File: src/rtl/kbd_pkg.sv
// Shared types, default parameters and helpers for the front-panel keypad scanner.
package kbd_pkg;

  typedef enum logic [1:0] {
    SCAN    = 2'd0,
    CONFIRM = 2'd1,
    PRESSED = 2'd2
  } state_e;

  localparam int ROWS_DEF     = 4;
  localparam int COLS_DEF     = 4;
  localparam int SCAN_DIV_DEF = 4096;
  localparam int DEBOUNCE_DEF = 8;
  localparam int CW_DEF       = $clog2(ROWS_DEF * COLS_DEF);

  // Widest column bus the priority encoder accepts; unused upper bits are padded high.
  localparam int MAX_COLS = 32;

  // Index of the lowest column pulled low (0 when none is low).
  function automatic int unsigned lowest_low(input logic [MAX_COLS-1:0] pat_n);
    lowest_low = 0;
    for (int i = MAX_COLS - 1; i >= 0; i--) begin
      if (!pat_n[i]) lowest_low = unsigned'(i);
    end
  endfunction

endpackage

File: src/rtl/keypad_scanner_if.sv
// CPU-side key port of the keypad scanner: key code, status flags and read acknowledge.
interface keypad_scanner_if #(
  parameter int CW = kbd_pkg::CW_DEF
);
  logic [CW-1:0] key_code;
  logic          key_valid;
  logic          key_rd;
  logic          overrun;
  logic          key_down;

  modport master (
    output key_code, key_valid, overrun, key_down,
    input  key_rd
  );

  modport slave (
    input  key_code, key_valid, overrun, key_down,
    output key_rd
  );
endinterface

File: src/rtl/col_sync.sv
// Two-flop synchronizer for the asynchronous column sense lines; idles high (no key).
module col_sync #(
  parameter int W = 4
) (
  input  logic         clk,
  input  logic         rst_n,
  input  logic [W-1:0] d,
  output logic [W-1:0] q
);

  logic [W-1:0] meta_q;
  logic [W-1:0] sync_q;

  always_ff @(posedge clk) begin
    if (!rst_n) begin
      meta_q <= '1;
      sync_q <= '1;
    end else begin
      // NOTE: non-blocking so the second stage takes the first stage's pre-edge value.
      meta_q <= d;
      sync_q <= meta_q;
    end
  end

  assign q = sync_q;

endmodule

File: src/rtl/keypad_scanner.sv
// Matrix keypad scanner: walks the rows, debounces presses/releases and holds
// the accepted key code with valid/overrun flags until the CPU acknowledges it.
module keypad_scanner
  import kbd_pkg::*;
#(
  parameter int ROWS     = ROWS_DEF,
  parameter int COLS     = COLS_DEF,
  parameter int SCAN_DIV = SCAN_DIV_DEF,
  parameter int DEBOUNCE = DEBOUNCE_DEF
) (
  input  logic              clk,
  input  logic              rst_n,
  output logic [ROWS-1:0]   row_n,
  input  logic [COLS-1:0]   col_n,
  keypad_scanner_if.master  kbd
);

  localparam int CW = $clog2(ROWS * COLS);
  localparam int RW = (ROWS > 1) ? $clog2(ROWS) : 1;
  localparam int TW = $clog2(SCAN_DIV);
  localparam int MW = $clog2(DEBOUNCE + 2);

  logic [COLS-1:0] col_s;

  state_e          state_q, state_d;
  logic [RW-1:0]   row_q, row_d, row_next;
  logic [TW-1:0]   cnt_q, cnt_d;
  logic [COLS-1:0] pat_q, pat_d;
  logic [MW-1:0]   match_q, match_d;
  logic [MW-1:0]   rel_q, rel_d;
  logic [CW-1:0]   code_q, code_d, cand_code;
  logic            valid_q, valid_d;
  logic            ovr_q, ovr_d;
  logic            tick;
  logic            accept;
  logic [MAX_COLS-1:0] pat_pad;

  col_sync #(.W(COLS)) u_col_sync (
    .clk   (clk),
    .rst_n (rst_n),
    .d     (col_n),
    .q     (col_s)
  );

  assign tick     = (cnt_q == TW'(SCAN_DIV - 1));
  assign row_next = (row_q == RW'(ROWS - 1)) ? '0 : row_q + 1'b1;
  assign cnt_d    = tick ? '0 : cnt_q + 1'b1;

  always_comb begin
    pat_pad            = '1;
    pat_pad[COLS-1:0]  = pat_q;
    cand_code          = CW'((32'(row_q) * 32'(COLS)) + lowest_low(pat_pad));
  end

  // Scan / debounce FSM; the row only moves on a tick that did not hold a key.
  always_comb begin
    // NOTE: every output gets a default first so no path leaves one unassigned (no latch).
    state_d = state_q;
    row_d   = row_q;
    pat_d   = pat_q;
    match_d = match_q;
    rel_d   = rel_q;
    accept  = 1'b0;
    if (tick) begin
      unique case (state_q)
        SCAN: begin
          if (!(&col_s)) begin
            pat_d   = col_s;
            match_d = MW'(1);
            state_d = CONFIRM;
          end else begin
            row_d = row_next;
          end
        end
        CONFIRM: begin
          if (col_s != pat_q) begin
            row_d   = row_next;
            state_d = SCAN;
          end else if (match_q == MW'(DEBOUNCE)) begin
            accept  = 1'b1;
            rel_d   = '0;
            state_d = PRESSED;
          end else begin
            match_d = match_q + 1'b1;
          end
        end
        PRESSED: begin
          if (!(&col_s)) begin
            rel_d = '0;
          end else if (rel_q == MW'(DEBOUNCE - 1)) begin
            rel_d   = '0;
            row_d   = row_next;
            state_d = SCAN;
          end else begin
            rel_d = rel_q + 1'b1;
          end
        end
        default: state_d = SCAN;
      endcase
    end
  end

  // Acknowledge has priority over overrun; an accept during key_rd replaces the code.
  always_comb begin
    code_d  = code_q;
    valid_d = valid_q;
    ovr_d   = ovr_q;
    if (kbd.key_rd) begin
      valid_d = 1'b0;
      ovr_d   = 1'b0;
    end
    if (accept) begin
      if (!valid_q || kbd.key_rd) begin
        code_d  = cand_code;
        valid_d = 1'b1;
      end else begin
        ovr_d = 1'b1;
      end
    end
  end

  always_ff @(posedge clk) begin
    if (!rst_n) begin
      state_q <= SCAN;
      row_q   <= '0;
      cnt_q   <= '0;
      pat_q   <= '1;
      match_q <= '0;
      rel_q   <= '0;
      code_q  <= '0;
      valid_q <= 1'b0;
      ovr_q   <= 1'b0;
    end else begin
      state_q <= state_d;
      row_q   <= row_d;
      cnt_q   <= cnt_d;
      pat_q   <= pat_d;
      match_q <= match_d;
      rel_q   <= rel_d;
      code_q  <= code_d;
      valid_q <= valid_d;
      ovr_q   <= ovr_d;
    end
  end

  always_comb begin
    row_n        = '1;
    row_n[row_q] = 1'b0;
  end

  assign kbd.key_code  = code_q;
  assign kbd.key_valid = valid_q;
  assign kbd.overrun   = ovr_q;
  assign kbd.key_down  = (state_q == PRESSED);

endmodule

File: src/flat_wrapper.sv
// flat-port wrapper written by rule: the top's interface ports become plain ports
module keypad_scanner_flat import kbd_pkg::*;
#(
  parameter int ROWS     = ROWS_DEF,
  parameter int COLS     = COLS_DEF,
  parameter int SCAN_DIV = SCAN_DIV_DEF,
  parameter int DEBOUNCE = DEBOUNCE_DEF
)
  (clk, rst_n, row_n, col_n, kbd_key_code, kbd_key_valid, kbd_overrun, kbd_key_down, kbd_key_rd);
  keypad_scanner_if #(.CW(4)) kbd_i ();
  input  logic clk;
  input  logic rst_n;
  output logic [ROWS-1:0] row_n;
  input  logic [COLS-1:0] col_n;
  output wire logic [$bits(kbd_i.key_code)-1:0] kbd_key_code;
  output wire logic [$bits(kbd_i.key_valid)-1:0] kbd_key_valid;
  output wire logic [$bits(kbd_i.overrun)-1:0] kbd_overrun;
  output wire logic [$bits(kbd_i.key_down)-1:0] kbd_key_down;
  input wire logic [$bits(kbd_i.key_rd)-1:0] kbd_key_rd;
  assign kbd_key_code = kbd_i.key_code;
  assign kbd_key_valid = kbd_i.key_valid;
  assign kbd_overrun = kbd_i.overrun;
  assign kbd_key_down = kbd_i.key_down;
  assign kbd_i.key_rd = kbd_key_rd;
  keypad_scanner #(.ROWS(ROWS), .COLS(COLS), .SCAN_DIV(SCAN_DIV), .DEBOUNCE(DEBOUNCE)) u_core (.clk(clk), .rst_n(rst_n), .row_n(row_n), .col_n(col_n), .kbd(kbd_i));
endmodule
File: config.mk
export PLATFORM = sky130hd
export DESIGN_NAME = keypad_scanner_flat
export DESIGN_NICKNAME = d
export VERILOG_FILES = /design/src/rtl/kbd_pkg.sv /design/src/rtl/keypad_scanner_if.sv /design/src/rtl/col_sync.sv /design/src/rtl/keypad_scanner.sv /design/src/flat_wrapper.sv
export SDC_FILE = /design/constraint.sdc
export NUM_CORES = 1
export LEC_CHECK = 0
export ABC_AREA = 1
export CORE_ASPECT_RATIO = 1.25
export CORE_MARGIN = 1
export CORE_UTILIZATION = 30
export DETAILED_ROUTE_END_ITERATION = 7
export PLACE_DENSITY = 0.47
export SLEW_MARGIN = 40
export SYNTH_ARGS = -nofsm -noshare
export SYNTH_HDL_FRONTEND = slang
export SYNTH_HIERARCHICAL = 1
export SYNTH_SLANG_ARGS = --single-unit
File: constraint.sdc
create_clock -name clk -period 1.5 [get_ports clk]
set_input_delay 0.15 -clock clk [delete_from_list [all_inputs] [get_ports clk]]
set_output_delay 0.15 -clock clk [all_outputs]
set_load 0.01 [all_outputs]
After elaboration in Yosys (flattened, before gate mapping):

Index checks and enable logic that the tools add are counted.

* input bits: 7
* ROM bits: 0
* logic and storage cells: 89
* output and inout bits: 11
* bits in writable memories: 0
* flip-flop bits (word level): 42
* bits in latches: 0
* memories kept: 0

* multiply operators: 0
* div/mod/pow operators: 0
* add/sub/neg operators: 5
* eq/ne operators: 16
* magnitude comparators: 2
* shifts and indexed selects: 0
* bitwise operators: 3
* reductions and logical operators: 15
* muxes and demuxes: 37

Operator list (number)
* two-way mux 2 bit: 14
* two-way mux 4 bit: 7
* case mux 4 bit (2 select lines): 2
* adder 12 x 1 -> 12 bit, second input constant: 1
* == test 12 bit, second input constant: 1
* case mux 2 bit (3 select lines): 2
* two-way mux 1 bit: 11
* != test 2 x 1 -> 1 bit, second input constant: 5
* AND reduction 5 bit: 2
* adder 4 x 1 -> 4 bit, second input constant: 2
* AND reduction 4 bit: 2
* != test 2 bit, second input constant: 3
* AND reduction 6 bit: 1
* adder 4 x 2 -> 4 bit: 1
* == test 2 bit, second input constant: 2
* == test 4 x 3 -> 1 bit, second input constant: 1
* == test 4 bit, second input constant: 1
* != test 4 bit: 1
* inverter 4 bit: 1
* nonzero test 2 bit: 2
* less-than comparator 2 x 3 -> 1 bit, second input constant: 1
* != test 3 x 1 -> 1 bit, second input constant: 1
* AND reduction 3 bit: 1
* nonzero test 3 bit: 1
* 11 further kinds: 12

Depth between registers and ports, before layout:

Gate-level depths: netlist (run 1).

* depth after elaboration: 6
* depth in mapped cells: 11
* depth with buffers taken out: 11

By module:

Netlist (run 1), hierarchy kept.

Modules (own cells, without submodules)
* keypad_scanner: cells each 252, area each 1850.5 µm², seq. area each 680.7 µm², times used 1
* col_sync: cells each 25, area each 225.2 µm², seq. area each 160.2 µm², times used 1

Least setup slack after synthesis (run 1):

OpenSTA, ideal clock, no wires.

* kind: reg-to-reg
* start: reg u_core.cnt_q[0]
* end: reg u_core.code_q[0], in the netlist u_core/kbd.key_code[0]
* setup slack: 21 ps
* setup time: 115 ps
* clock period less this slack: 1479 ps
* required time: 1385 ps
* stages on the path, launching flop included: 9
* buffers on the path: 0
* arrival: 1364 ps
* path through: dfxtp_1 > ha_1 > nand2_1 > nor2_4 > nand3_4 > nor3_4 > nand3_1 > nand2_1 > nor2_1

* word-level cells in the longest chain between the ends: 3

RTL lines
* start, declared: line keypad_scanner.sv:27 `logic [TW-1:0] cnt_q, cnt_d;`
* start signal, assigned: line keypad_scanner.sv:136 `cnt_q <= cnt_d;`
* == test 12 bit: line keypad_scanner.sv:45 `assign tick = (cnt_q == TW'(SCAN_DIV - 1));`
* two-way mux 1 bit: line keypad_scanner.sv:64 `if (tick) begin`
* AND reduction 2 bit (no source line)
* end signal, assigned: line keypad_scanner.sv:140 `code_q <= code_d;`
* end, declared: line keypad_scanner.sv:31 `logic [CW-1:0] code_q, code_d, cand_code;`

Every way passes these cells.
A chain may end at the register's enable or synchronous reset.

Worst setup path in the final report (run 1):

* start: reg u_core.cnt_q[0]
* end: reg u_core.code_q[1], in the netlist u_core/kbd.key_code[1]

Same word-level chain as after synthesis.

==> results, run 1 <==
- Synthesis handed over a netlist of 277 instances.
- The clock reaches the later pin of the worst-skew pair after 0.29 ns.
- The mean cell area of the mapped netlist is 7.49 µm².
- The power per cell area is 744 nW/µm².
- The count of cells in the finished layout, fillers not included, comes to 410.
- The HPWL after detailed placement is 2900 µm.
- In the post-synthesis netlist, the biggest area contributors are sky130_fd_sc_hd__dfxtp_1 41%, sky130_fd_sc_hd__nand2_1 12%, sky130_fd_sc_hd__nor2_1 6.3%, sky130_fd_sc_hd__inv_1 5.8%, sky130_fd_sc_hd__ha_1 4.8%.
- Once placement completed, the tool counted placed cells totaling 393.
- The leading area contributor after synthesis is sky130_fd_sc_hd__dfxtp_1.
- The die height is 95 µm.
- The number of sinks driven by the clock tree is 42.
- The flow ran to the end, and the final reports show no timing, DRC or antenna violations.
- The initial antenna violation count is 0.
- The yosys synthesis warning count is 6.
- The area fraction of the dominant cell type after synthesis is 40.5%.
- The worst path needs 1.45 ns of the cycle, external delays included.
- In this run the standard cell core region covers 6610 µm².
- Once detail routing completed, the nets flagged for antenna violations numbered 0.
- The clock passes through at most 2 buffers.
- The worst pin sits at a relative slew slack of 78.1%.
- TritonCTS created 5 clock buffers.
- Counting flops with a built-in enable in the synthesized netlist gives 0.
- The maximum number of pins on one net before global-route repair is 18.
- The flip-flop cell with the highest count after synthesis is sky130_fd_sc_hd__dfxtp_1.
- The mapped netlist covers 2080 µm².
- The pre-antenna-repair detailed-routing pass consisted of 4 iterations.
- The cell at the root of the clock tree is sky130_fd_sc_hd__clkbuf_8.
- The fraction of layout instances using a drive strength above 1 is 29.4%.
- In the final design database the tool counted 337 nets.
- The total buffers and inverters traversed by the critical path is 1.
- The highest net fanout along the worst path is 5.
- The first global-routing pass estimated 7390 µm of wire.
- STA classifies the critical path startpoint as a flop.
- After synthesis the netlist holds a flip-flop and latch count of 42.
- The setup slack after layout is 0.0496 ns.
- The cell class contributing the biggest share of worst-path delay is simple AND/OR/NAND/NOR gates.
- For this block, the routed nets add up to 4140 µm of wire.
- The data required time at the worst endpoint is 1.69 ns.
- The count of final max-slew check failures came to 0.
- The data arrival time of the critical path is 1.64 ns.
- The worst setup path is of the reg -> reg kind.
- The final antenna diode count is 0.
- The share of synthesized area occupied by flip-flops and latches is 40.5%.
- The congestion estimate from routability-driven global placement came to 0.778.
- The largest individual stage delay along the critical path comes from the cell sky130_fd_sc_hd__dfxtp_2.
- The number of endpoints with negative hold slack in the final report is 0.
- The die area is 7260 µm².
- The setup-violating endpoint count in the final report is 0.
- For this block, the via count after detailed routing is 1753.
- Setup repair after global routing could not meet its margin everywhere.
- The commonest cells after synthesis are 68 x sky130_fd_sc_hd__nand2_1, 42 x sky130_fd_sc_hd__dfxtp_1, 35 x sky130_fd_sc_hd__nor2_1.
- Dividing the detail-routed via count by the number of cells gives 4.28.
- The cell with the most instances after synthesis is sky130_fd_sc_hd__nand2_1.
- The leakage power is 1.21 nW.
- The TritonCTS clock tree is done.
- The largest single stage delay on the critical path is 0.36 ns.
- Global routing used 12.7% of the available tracks across all layers.
- The average detailed-routed wire length per instance is 10.1 µm.
- The count of buffers from port buffering is 17.
- Once the floorplan was initialized, standard cells occupied 31.4% of the core.
- The worst path uses 96.7% of the clock period.
- The deepest level of the CTS H-tree is 2.
- The post-route DRC violation count is 0.
- The highest achievable clock rate is 689 MHz.
- For the pin with the worst max-slew slack, the measured transition is 0.328 ns.
- The synthesis-to-layout area growth is 32.1%.
- After clock tree synthesis, the clock-pin slew on the worst setup and hold paths is 0.08 ns.
- The count of unique library cells instantiated by Yosys is 31.
- In the synthesized netlist the async set-or-reset flop fraction comes to 0%.
- IR analysis of the VDD net gives a maximum drop of 0.375 mV.
- The critical path goes through ha_4 -> nand2_4 -> nor2_4 -> nand3_4 -> nor3_4 -> buf_6 -> nand3_2 -> nand2_1 -> nor2_1.
- The number of nets in the synthesized netlist is 292.
- The sort of element at the end of the critical path is a flop.
- After global routing the overflow that remains totals 0.
- Row generation in the floorplan step produced 33 rows.
- The floorplan step set the die width to 76.4 µm.
- The via count of the first global-routing pass is 1692.
- Pin placement for this block handled 18 I/O pins.
- The number of design-rule violations left by the first detailed-router iteration is 77.
- In this run the worst hold path is classified as in -> reg.
- The maximum clock skew at final layout is 0.00516 ns.
- Before CTS, the worst setup slack after placement is -0.0176 ns.
- Max-cap violations in this run came to 0.
worst register-to-register path, cell delays in order (launching register included):
cell and delay [ns]:
sky130_fd_sc_hd__dfxtp_2 0.36, sky130_fd_sc_hd__ha_4 0.15, sky130_fd_sc_hd__nand2_4 0.05, sky130_fd_sc_hd__nor2_4 0.11, sky130_fd_sc_hd__nand3_4 0.13, sky130_fd_sc_hd__nor3_4 0.24, sky130_fd_sc_hd__buf_6 0.16, sky130_fd_sc_hd__nand3_2 0.06
sky130_fd_sc_hd__nand2_1 0.07, sky130_fd_sc_hd__nor2_1 0.04
path summary, 6_finish.rpt:
path	startpoint	end	cells past startpoint	slack, ns
worst min-delay path	col_n[3]	u_core/u_col_sync/meta_q[3]	3	0.38
worst max register to register	u_core/cnt_q[0]	u_core/kbd.key_code[1]	9	0.05
worst min register to register	u_core/u_col_sync/meta_q[3]	u_core/u_col_sync/q[3]	2	0.40
worst max-delay path	u_core/cnt_q[0]	u_core/kbd.key_code[1]	9	0.05
sequential cells by signal (all words and copies together), names as in the netlist, 2 cells and up:
register,cells
u_core/cnt_q,12
u_core/kbd.key_code,4
u_core/match_q,4
u_core/pat_q,4
u_core/rel_q,4
u_core/u_col_sync/meta_q,4
u_core/u_col_sync/q,4
u_core/row_q,2
u_core/state_q,2
stage by stage:
| stage | hold WS [ns] | power [W] | area (µm²) | utilization [%] | TNS (ns) |
|---|---|---|---|---|---|
| 2_1_floorplan | 0.235 | 0.00123 | 2080 | - | 0 |
| 3_3_place_gp | 0.385 | 0.00128 | 2470 | 37.4 | 0 |
| 3_5_place_dp | 0.384 | 0.00128 | 2470 | 37.4 | -0.0607 |
| 4_1_cts | 0.361 | 0.00207 | 2690 | 40.7 | -0.0732 |
| 5_1_grt | 0.386 | 0.00215 | 2740 | 41.5 | -0.424 |
| 6_report | 0.376 | 0.00204 | 2740 | 41.5 | 0 |
kinds of logic after synthesis:
| family | share of synthesized area (%) |
|---|---|
| AOI/OAI and AO/OA | 8.02 |
| xor gates and xnor gates | 4.64 |
| and+or+nand+nor | 33.9 |
| buffers and inverters | 8.08 |
| DFF | 40.5 |
| adders and majority gates | 4.82 |
layer usage:
layer  global-route usage (%)  vias up  part of all wire (%)
met2                     23.0       21                    52
met4                     5.77        0                   1.5
met3                     2.80        5                   2.6
li1                         -      955                     -
met5                        0        -                     0
met1                     14.3      772                    44
layout by cell type, fill, tap and decap left out, types with 11 or more instances in the layout:
cell type	count
sky130_fd_sc_hd__nand2_1	64
sky130_fd_sc_hd__nor2_1	34
sky130_fd_sc_hd__inv_1	29
sky130_fd_sc_hd__dfxtp_1	24
sky130_fd_sc_hd__buf_4	22
sky130_fd_sc_hd__dfxtp_2	16
sky130_fd_sc_hd__a21oi_1	14
sky130_fd_sc_hd__clkdlybuf4s50_1	12
sky130_fd_sc_hd__inv_2	11
area by class of cell:
cell class,count,area (µm²)
fill,728,3860
multi-input combinational,191,1160
tap,87,109
clock inverter,2,12.5
clock buffer,6,82.6
inverter,40,150
timing repair buffer,42,363
sequential,42,868
timing repair:
| action | 4_1_cts | 5_1_grt |
|---|---|---|
| setup buffers | 6 | 4 |
| gates cloned | 1 | 0 |
| hold buffers | 0 | 0 |
| pin swaps | 4 | 13 |
| gates resized for setup | 27 | 25 |
| setup endpoints to repair | 12 | 21 |
power breakdown:
group	total [W]	internal, W	switching (W)
registers	0.00114	0.00113	0.0000108
logic	0.000130	0.0000593	0.0000707
clock network	0.000771	0.000370	0.000401
Power figures use the tool's default switching activity.
==> inputs of run 2 (changes only) <==
Settings changed: PLACE_DENSITY 0.47 to not set.
==> run 2 against run 1 <==
Effect of this change:
- cell count shrank 1.7%
- clock skew grew 0.0017 ns
- fmax shrank 0.87%
- worst hold slack gained 0.0040 ns
- setup slack lost 0.013 ns
- register-to-register slack is essentially flat
- utilization shrank 1.0 points
- clock power shrank 2%
- sequential share of layout area grew 0.53 points
- non-clock buffer count shrank 7
- largest power group unchanged
- highest routed layer unchanged
==> results, run 2 (synthesis results as in run 1) <==
- The run finished with clean final reports.
- The share of power burned in the clock network is 37.3%.
- The tightest hold path in the finished design has a slack of 0.380 ns.
- The startpoint identified for the worst register-to-register timing path is u_core/match_q[0].
- The die area is 7260 µm².
- After layout, the design draws a total of 0.00203 W.
- The final antenna diode count is 0.
- The area taken by multi-input logic gates is 1140 µm².
- Entering global routing, the biggest net connects 17 pins.
- The data arrival time of the critical path is 1.66 ns.
- The number of endpoints with negative hold slack in the final report is 0.
- For the worst flop-to-flop path, the logic depth is 10.
- The first global-routing pass estimated 7090 µm of wire.
- For this design the top-level I/O count stands at 18.
- The setup slack on the worst flop-to-flop path is 0.04 ns.
- For this block, the initial DRC count from the detailed router was 87.
- The critical hold path startpoint is col_n[2].
- The initial utilization of the core area, before any placement, comes to 31.4%.
- The critical path goes through inv_4 -> ha_4 -> nand2_4 -> nor2_4 -> nand2_2 -> nor3_4 -> buf_6 -> nand3_1 -> nand2_1 -> nor2_1.
- The final HPWL from detailed placement is 2960 µm.
- The die height is 95 µm.
- The count of final max-slew check failures is 0.
- For this run, design rule violations remaining after detail routing come to 0.
- The initial antenna violation count came to 0.
- The final layout contains 330 nets.
- The clock passes through at most 2 buffers.
- Once layout is complete, the cells apart from fillers number 403.
- The actual transition at the worst max-transition pin is 0.248 ns.
- The worst hold path terminates at u_core/u_col_sync/meta_q[2].
- The worst setup path startpoint is u_core/match_q[0].
- Net switching is 23.2% of the power.
- Across the run, the number of max-cap violations was 0.
- The flip-flop count of the largest register after layout is 12.
- The maximum ir drop on the vdd rail is 0.520 mV.
- Combinational logic is responsible for 6.5% of the overall power.
- Summed over all layers, the routed wires come to 3980 µm.
- Cell internal power was estimated by the tool at 0.00156 W.
- The worst path needs 1.46 ns of the cycle, external delays included.
- The number of sinks driven by the clock tree is 42.
- Fill cells in the final layout number 687.
- The worst max-slew margin expressed relative to the limit is 83.4%.
- Dividing the detail-routed via count by the number of cells gives 4.35.
- Setup repair after global routing could not meet its margin everywhere.
- The number of search-and-repair iterations in the first detailed-routing pass is 4.
- For this run, the slowest stage of the critical path takes 0.35 ns.
- The TritonCTS clock tree is done.
- The endpoint of the lowest-slack register-to-register path is u_core/kbd.key_code[2].
- The cell at the root of the clock tree is sky130_fd_sc_hd__clkbuf_8.
- The register ranked first by flip-flop count is u_core/cnt_q.
- The min-delay analysis places its worst path in the category in -> reg.
- The sequential fraction of design power is 56.2%.
- The area taken by flip-flops and latches is 861 µm².
- The final route contains 1754 vias.
- The finished cells cover 2670 µm².
- The overall die width is 76.4 µm.
- The highest net fanout along the worst path is 4.
- The via count of the first global-routing pass was 1662.
- Clock latency on the worst-skew pair, taken at its later pin, is 0.29 ns.
- The detail route stage leaves a number of antenna-violating nets equal to 0.
- The routability congestion estimate is 0.793.
- The sort of element at the end of the critical path is a flop.
- The data required time at the worst endpoint is 1.69 ns.
- Based on the critical path, the design can be clocked at up to 683 MHz.
- In this run the static leakage power is 1.19 nW.
- The count of buffers added on input and output ports is 17.
- The worst-path cell with the longest stage delay is sky130_fd_sc_hd__dfxtp_2.
- The setup-violating endpoint count in the final report is 0.
- The final core area utilization is 40.5%.
- The type of origin of the critical path is a flop.
- Across every metal layer, demand over resource in global routing totals 12.1%.
- The power per cell area is 759 nW/µm².
- The number of buffers created by CTS is 5.
- The type of the worst setup path is reg -> reg.
- The placeable core region is 6610 µm².
- The number of placed instances with taps included is 387.
- The number of stages on the worst hold path is 3.
- The share of the clock period used by the worst path is 97.5%.
- The library cells used most frequently in the layout, excluding fill and tap cells, are 65 x sky130_fd_sc_hd__nand2_1, 34 x sky130_fd_sc_hd__nor2_1, 30 x sky130_fd_sc_hd__dfxtp_1.
- The placed instance area is 2410 µm².
- Clock-pin slew was measured on the worst setup and hold paths at 0.08 ns.
- The average detailed-routed wire length per instance is 9.88 µm.
- The most common library cell in the layout ignoring fill and taps is sky130_fd_sc_hd__nand2_1.
- The deepest level of the CTS H-tree is 2.
- The total overflow left after global routing is 0.
- The count of hold-fix buffers inserted at cts is 0.
- The fraction of layout instances using a drive strength above 1 is 23.7%.
- In this run the power spent charging and discharging nets is 0.000470 W.
- The total number of placement rows is 33.
- For the final database, setup skew stands at 0.00686 ns.
- The synthesis-to-layout area growth is 28.8%.
[run 2: cell types whose count changed in the layout (fill, tap and decap cells not counted), sizes merged]
cell | previous run | this run
buf | 25 | 18
[run 2: cell type report]
class,instances,area share (%)
Tap cell,87,4.07
Inverter,40,5.99
Sequential cell,42,32.2
Clock buffer,6,3.09
Timing Repair Buffer,35,11.5
Clock inverter,2,0.468
Multi-Input combinational cell,191,42.7
[run 2: through the flow]
step           TNS (ns)  setup slack [ns]
6_report              0            0.0369
5_1_grt          -0.142           -0.0358
4_1_cts               0           0.00183
3_5_place_dp     -0.446            -0.106
3_3_place_gp     -0.162           -0.0470
2_1_floorplan         0            0.0210
[run 2: power by group through the flow]
stage	registers, W	clock network, W	logic (W)
6_report	0.00114	0.000757	0.000131
4_1_cts	0.00114	0.000789	0.000117
5_1_grt	0.00114	0.000835	0.000147
3_3_place_gp	0.00116	0	0.000114
2_1_floorplan	0.00116	0	0.0000709
3_5_place_dp	0.00117	0	0.000115
[run 2: worst max-delay path, delay by kind of cell, from the launching register on]
kind	cells	cell delay [ns]
adders and majority gates	1	0.14
DFF	1	0.35
and+or+nand+nor	7	0.67
buffers and inverters	2	0.21
[run 2: per-layer routing]
layer / share of wire, % / vias up / track usage, %
met1: 44 / 776 / 12.3
met4: 1.1 / 0 / 5.61
met3: 3.8 / 4 / 3.29
met5: 0 / - / 0
met2: 51 / 27 / 23.0
li1: - / 947 / -
[run 2: timing repair]
action | CTS | global route
pin swaps | 2 | 12
setup buffers | 4 | 4
gates resized for setup | 17 | 26
setup endpoints to repair | 17 | 26
[run 2: worst max path at each step]
stage / endpoint / cells after the start
after detailed placement: u_core/kbd.key_code[2] / 8
after global placement: u_core/kbd.key_code[1] / 8
final: u_core/kbd.key_code[2] / 10
after floorplan: u_core/kbd.key_code[0] / 8
after global routing: u_core/match_q[1] / 10
after CTS: u_core/kbd.key_code[2] / 9
==> inputs of run 3 (changes only) <==
Settings changed: CTS_CLUSTER_DIAMETER set to 150.
==> results of run 3 <==
No change in the layout: final DEF, timing and power equal those of run 2.
